## src/rtl/can_pmod_phy_if.sv

```systemverilog
// Pin-side conditioner between the on-chip CAN controller and the CAN PMOD transceiver:
// RX synchronise/glitch-filter with hard-sync edge pulse, TX register with stuck-dominant guard.
//
// state      | meaning
// -----------+---------------------------------------------------------------
// ST_IDLE    | bus recessive from our side, core_txd passed through
// ST_DRIVE   | controller driving dominant, dcnt counts consecutive dominant cycles
// ST_BLOCKED | dominant timeout hit, TXD forced recessive until cleared
module can_pmod_phy_if #(
    parameter int FILTER_LEN  = 3,
    parameter int DOM_TIMEOUT = 4000,
    parameter int DOM_CNT_W   = 16
) (
    input  logic clk_sys,
    input  logic rst,
    input  logic core_txd,
    input  logic tx_enable,
    input  logic timeout_clr,
    output logic core_rxd,
    output logic rx_fall,
    output logic dom_timeout,
    output logic can_txd,
    input  logic can_rxd,
    output logic can_de,
    output logic can_re
);

    localparam logic [1:0] ST_IDLE    = 2'd0;
    localparam logic [1:0] ST_DRIVE   = 2'd1;
    localparam logic [1:0] ST_BLOCKED = 2'd2;

    localparam logic [3:0]           FCNT_LAST = 4'(FILTER_LEN - 1);
    localparam logic [DOM_CNT_W-1:0] DCNT_MAX  = DOM_CNT_W'(DOM_TIMEOUT);

    logic                 sync1;
    logic                 sync2;
    logic [3:0]           fcnt;
    logic                 rxd_dly;

    logic [1:0]           state;
    logic [1:0]           state_nxt;
    logic [DOM_CNT_W-1:0] dcnt;
    logic [DOM_CNT_W-1:0] dcnt_nxt;
    logic                 txd_nxt;
    logic                 flag_nxt;

    // Receiver is always listening once out of reset.
    always_ff @(posedge clk_sys or posedge rst) begin
        if (rst) begin
            can_re <= 1'b1;
        end else begin
            can_re <= 1'b0;
        end
    end

    always_ff @(posedge clk_sys or posedge rst) begin
        if (rst) begin
            sync1 <= 1'b1;
            sync2 <= 1'b1;
        end else begin
            sync1 <= can_rxd;
            sync2 <= sync1;
        end
    end

    always_ff @(posedge clk_sys or posedge rst) begin
        if (rst) begin
            fcnt     <= 4'd0;
            core_rxd <= 1'b1;
        end else if (sync2 != core_rxd) begin
            if (fcnt >= FCNT_LAST) begin
                core_rxd <= sync2;
                fcnt     <= 4'd0;
            end else begin
                fcnt <= fcnt + 4'd1;
            end
        end else begin
            fcnt <= 4'd0;
        end
    end

    // Edge pulse lands in the cycle after core_rxd has fallen.
    always_ff @(posedge clk_sys or posedge rst) begin
        if (rst) begin
            rxd_dly <= 1'b1;
            rx_fall <= 1'b0;
        end else begin
            rxd_dly <= core_rxd;
            rx_fall <= rxd_dly & ~core_rxd;
        end
    end

    // dcnt equals the number of dominant cycles already on can_txd, so the
    // guard trips after exactly DOM_TIMEOUT of them.
    always_comb begin
        state_nxt = state;
        dcnt_nxt  = dcnt;
        txd_nxt   = 1'b1;
        flag_nxt  = dom_timeout;
        case (state)
            ST_IDLE: begin
                txd_nxt  = core_txd;
                dcnt_nxt = '0;
                if (!core_txd) begin
                    state_nxt = ST_DRIVE;
                    dcnt_nxt  = DOM_CNT_W'(1);
                end
            end
            ST_DRIVE: begin
                if (core_txd) begin
                    state_nxt = ST_IDLE;
                    dcnt_nxt  = '0;
                    txd_nxt   = 1'b1;
                end else if (dcnt >= DCNT_MAX) begin
                    state_nxt = ST_BLOCKED;
                    txd_nxt   = 1'b1;
                    flag_nxt  = 1'b1;
                end else begin
                    dcnt_nxt = dcnt + DOM_CNT_W'(1);
                    txd_nxt  = 1'b0;
                end
            end
            ST_BLOCKED: begin
                txd_nxt = 1'b1;
                if (timeout_clr && core_txd) begin
                    state_nxt = ST_IDLE;
                    dcnt_nxt  = '0;
                    flag_nxt  = 1'b0;
                end
            end
            default: begin
                state_nxt = ST_IDLE;
                dcnt_nxt  = '0;
            end
        endcase
    end

    always_ff @(posedge clk_sys or posedge rst) begin
        if (rst) begin
            state       <= ST_IDLE;
            dcnt        <= '0;
            can_txd     <= 1'b1;
            dom_timeout <= 1'b0;
            can_de      <= 1'b0;
        end else begin
            state       <= state_nxt;
            dcnt        <= dcnt_nxt;
            can_txd     <= txd_nxt;
            dom_timeout <= flag_nxt;
            // Uses next state so the driver drops on the very cycle BLOCKED is entered.
            can_de      <= tx_enable & (state_nxt != ST_BLOCKED);
        end
    end

endmodule

```

## config.mk

```make
export PLATFORM = sky130hd
export DESIGN_NAME = can_pmod_phy_if
export DESIGN_NICKNAME = d
export VERILOG_FILES = /design/src/rtl/can_pmod_phy_if.sv
export SDC_FILE = /design/constraint.sdc
export NUM_CORES = 1
export LEC_CHECK = 0
export ABC_AREA = 0
export BUFFER_PORTS_ARGS = -buffer_cell sky130_fd_sc_hd__clkbuf_2
export CAP_MARGIN = 5
export CORE_MARGIN = 4
export CORE_UTILIZATION = 47
export CTS_BUF_LIST = sky130_fd_sc_hd__clkbuf_16
export CTS_CLUSTER_DIAMETER = 200
export DETAILED_ROUTE_END_ITERATION = 10
export PLACE_DENSITY = 0.62
export SLEW_MARGIN = 20
export SYNTH_ARGS = -nofsm -noshare
export SYNTH_HDL_FRONTEND = slang
export SYNTH_SLANG_ARGS = --single-unit
export TNS_END_PERCENT = 10
```

## constraint.sdc

```tcl
create_clock -name clk_sys -period 3.1 [get_ports clk_sys]
set_clock_uncertainty 0.15 [all_clocks]
set_input_delay 0.31 -clock clk_sys [delete_from_list [all_inputs] [get_ports clk_sys]]
set_output_delay 0.31 -clock clk_sys [all_outputs]
set_load 0.01 [all_outputs]
```

==> results list <==
* Largest cells by area after synthesis: sky130_fd_sc_hd__dfrtp_1 (46%), sky130_fd_sc_hd__dfstp_2 (12%), sky130_fd_sc_hd__o21ai_0 (4.0%)
* Maximum net fanout on the critical path: 15
* Setup repair after global routing missed its margin: no
- In the layout the commonest cells are sky130_fd_sc_hd__dfrtp_1 (25), sky130_fd_sc_hd__o21ai_0 (11), sky130_fd_sc_hd__clkbuf_2 (11), sky130_fd_sc_hd__nand2_1 (10).
- Initial Util: 49.5%
* Setup slack after layout: 1.04 ns
- Registers are responsible for 47.0% of the overall power.
* Critical Path End Type: register
* Maximum number of buffers from clock root to sink: 2
- The largest single stage delay on the critical path is 0.51 ns.
- Die Y: 61.9 um
- Antenna Cells: 0
- Vias in the first global route: 957
- Synthesis instantiated 36 different standard cells from the library.
* Global-route wire length before repair: 4320 um
* Resized cells post-CTS: 0
- DRC: 0
* Mean routed wirelength per cell: 13.8 um
- For this block, the via count after detailed routing is 942.
* Detailed placement HPWL: 1680 um
- Arr. time, crit path: 2.11 ns
- Buffers inserted by post-CTS timing repair: 0
* Max Slew Vio Count: 0
* # setup viols final: 0
- Static timing analysis puts the maximum clock frequency at 485 MHz.
- Overall power consumption after layout is estimated at 0.937 mW.
- In this run the tightest slew margin relative to its limit is 47.9%.
- In this run the power spent charging and discharging nets is 0.200 mW.
* Pwr/cell area: 585 nW/um2
* Largest area contributor in the synthesized netlist: sky130_fd_sc_hd__dfrtp_1
- Hold-fix buffers at CTS: 1
* Period Utilization, post-route: 66.4%
* Number of failing hold endpoints at the final stage: 0
* Number of I/O pins: 12
* Startpoint class of the critical path: register
- Cell Int Power: 0.737 mW
- Critical path class: reg2reg
* Slew at the pin with the worst max-slew slack: 0.780 ns
* Number of CTS-inserted buffers: 5
- Averaged over all synthesized cells, the footprint is 11.2 um2.
- TritonCTS built the clock tree.
* Synth Warn #: 0
- Insertion delay to the later sink of the worst-skew pair: 0.27 ns
* Max VDD drop: 0.513 mV
- Across the run, the number of max-cap violations was 0.
* Slowest cell on crit path: sky130_fd_sc_hd__or4_1
- End of the worst register-to-register path: dcnt[10]
* Clk pwr share: 47.2%
- Combinational logic burns 5.8% of the power.
* Worst R2R Path Depth: 6
* Total core area: 2760 um2
- Of the cells placed in the final design, the portion with a size suffix greater than 1 is 23.2%.
* Cells after Synth: 122
- Count of port buffers added during placement: 11
- Synth-to-layout area growth: 17.4%
- Share of the synthesized area in the top cell type: 45.8%
- Maximum number of pins on one net before global-route repair: 23
- Global routing finished with a remaining overflow of 0.
* Reported leakage power: 0.737 nW
- Clock tree synthesis found a total of 31 sinks.
* Number of design-rule violations left by the first detailed-router iteration: 31
* CTS HTree Levels: 2
- Counting I/O delays and the setup requirement, the final critical path takes 2.06 ns.
* Aggregate negative setup slack: 0 ns
* Clock tree root buffer cell: sky130_fd_sc_hd__clkbuf_16
- Post-DRT Antenna Nets: 0
* Total of flip-flops plus latches after synthesis: 31
- Combined area of all synthesized cells: 1370 um2
- Net switching is 21.3% of the power.
- Across every metal layer, demand over resource in global routing totals 16.4%.
* Run status: complete, no violations
* DRT Wirelength: 2390 um
* Number of nets at the end of the flow: 152
- Post-route core utilization: 58.1%
- Summed area of non-filler cells in the final layout: 1600 um2
- Required time reported for the critical path endpoint: 3.15 ns
* Global placement routability congestion: 0.781
- Setup slack after placement: 1.04 ns
- The critical path goes through nor4_4 > o21ai_2 > o21ai_4 > inv_4 > or4_1 > a21oi_1.
- In this run the horizontal extent of the chip is 61.9 um.
* Area of placed instances: 1460 um2
- Across all register-to-register paths, the minimum setup slack is 1.04 ns.
- The path class of the tightest hold or removal check is in2async.
- In this run the critical register-to-register path is launched from dcnt[12].
- The floorplan has 19 rows.
- The die covers 3830 um2.
- Counting the fill cells in the layout gives 239.
* Sequential cell area fraction in the yosys report: 57.4%
- Most common cell after layout, fill and taps aside: sky130_fd_sc_hd__dfrtp_1
- Using the TritonRoute via totals, the vias-per-cell ratio works out to 5.45.
- Clock-pin slew was measured on the worst setup and hold paths at 0.05 ns.
- The number of antenna violations at the first check in global routing came to 0.
- The first detailed-routing pass took 4 iterations.
sequential cells by signal, summed over array words and instances (netlist names):
signal / flops
dcnt: 16
sync1: 1
can_de: 1
can_txd: 1
state: 2
dom_timeout: 1
rx_fall: 1
can_re: 1
core_rxd: 1
rxd_dly: 1
fcnt: 4
sync2: 1
power by group through the flow:
| stage | clock (mW) | sequential, mW | combinational, mW |
|---|---|---|---|
| final | 0.442 | 0.440 | 0.0546 |
| after global routing | 0.483 | 0.443 | 0.0645 |
| after CTS | 0.457 | 0.441 | 0.0563 |
| after detailed placement | 0 | 0.447 | 0.0550 |
| after global placement | 0 | 0.445 | 0.0533 |
| after floorplan | 0 | 0.447 | 0.0315 |
cell type report:
| cell class | instances | area [um2] | area share (%) |
|---|---|---|---|
| Clock buffer | 5 | 125 | 7.81 |
| Inverter | 8 | 32.5 | 2.03 |
| Clock inverter | 2 | 8.76 | 0.546 |
| Timing Repair Buffer | 13 | 72.6 | 4.53 |
| Multi-Input combinational cell | 83 | 542 | 33.8 |
| Sequential cell | 31 | 783 | 48.9 |
| Tap cell | 31 | 38.8 | 2.42 |
worst max-delay path: cells and delay by family, from the launching register on:
| kind | cells | cell delay, ns |
|---|---|---|
| AO/OA/AOI/OAI | 3 | 0.53 |
| AND/OR/NAND/NOR | 2 | 0.79 |
| buffers and inverters | 1 | 0.11 |
| flip-flops | 1 | 0.40 |
metrics by stage:
stage / std cells / hold slack, ns
5_1_grt: 173 / 0.0958
6_report: 173 / 0.00716
4_1_cts: 173 / 0.0349
2_1_floorplan: 123 / 0.164
3_5_place_dp: 165 / 0.200
3_3_place_gp: 165 / 0.196
synth_stat cells:
library cell / count
sky130_fd_sc_hd__buf_6: 1
sky130_fd_sc_hd__nor4_4: 1
sky130_fd_sc_hd__nand4_1: 5
sky130_fd_sc_hd__nor2b_1: 1
sky130_fd_sc_hd__and2_2: 2
sky130_fd_sc_hd__inv_1: 7
sky130_fd_sc_hd__ha_1: 4
sky130_fd_sc_hd__o21ai_0: 11
sky130_fd_sc_hd__and2_1: 6
sky130_fd_sc_hd__or4b_1: 1
sky130_fd_sc_hd__xor2_1: 1
sky130_fd_sc_hd__or4_1: 1
sky130_fd_sc_hd__conb_1: 1
sky130_fd_sc_hd__mux2_2: 1
sky130_fd_sc_hd__a22o_1: 1
sky130_fd_sc_hd__mux2i_1: 1
sky130_fd_sc_hd__or3_1: 5
sky130_fd_sc_hd__o21ai_4: 1
sky130_fd_sc_hd__o21ai_2: 1
sky130_fd_sc_hd__xnor2_1: 1
sky130_fd_sc_hd__nand2b_2: 1
sky130_fd_sc_hd__nand2b_1: 1
sky130_fd_sc_hd__nor3b_1: 1
sky130_fd_sc_hd__and3_1: 2
sky130_fd_sc_hd__nor2_1: 6
sky130_fd_sc_hd__o31ai_1: 2
sky130_fd_sc_hd__a21oi_1: 7
sky130_fd_sc_hd__o22ai_2: 1
sky130_fd_sc_hd__nor4_1: 1
sky130_fd_sc_hd__nand3_1: 3
sky130_fd_sc_hd__dfstp_2: 6
sky130_fd_sc_hd__a2bb2oi_1: 1
sky130_fd_sc_hd__dfrtp_1: 25
sky130_fd_sc_hd__o22a_1: 1
sky130_fd_sc_hd__inv_4: 1
sky130_fd_sc_hd__nand2_1: 10
routing by layer:
layer  vias up  wire (um)  global-route usage (%)
met5         -          0                       0
li1        462          -                       -
met1       446       1090                    20.7
met3         6        146                    6.82
met4         0         58                    8.18
met2        28       1090                    24.2
worst max path at each step:
stage | start | endpoint | cells past startpoint
after CTS | dcnt[12] | dcnt[10] | 6
after floorplan | dcnt[12] | dcnt[10] | 6
final | dcnt[12] | dcnt[10] | 6
after global placement | dcnt[12] | dcnt[10] | 6
after global routing | dcnt[12] | dcnt[10] | 6
after detailed placement | dcnt[12] | dcnt[10] | 6
cell families (layout without fill, tap and decap cells):
kind of cell,after synthesis,after routing,synth area share (%)
other,1,2,0.275
adder cells (fa/ha/maj),4,4,3.67
multiplexers,2,2,1.56
flip-flops,31,31,57.4
XOR/XNOR,2,2,1.28
buffers and inverters,9,28,3.21
AO/OA/AOI/OAI,26,26,12.4
AND/OR/NAND/NOR,47,47,20.3
Power figures use the tool's default switching activity.
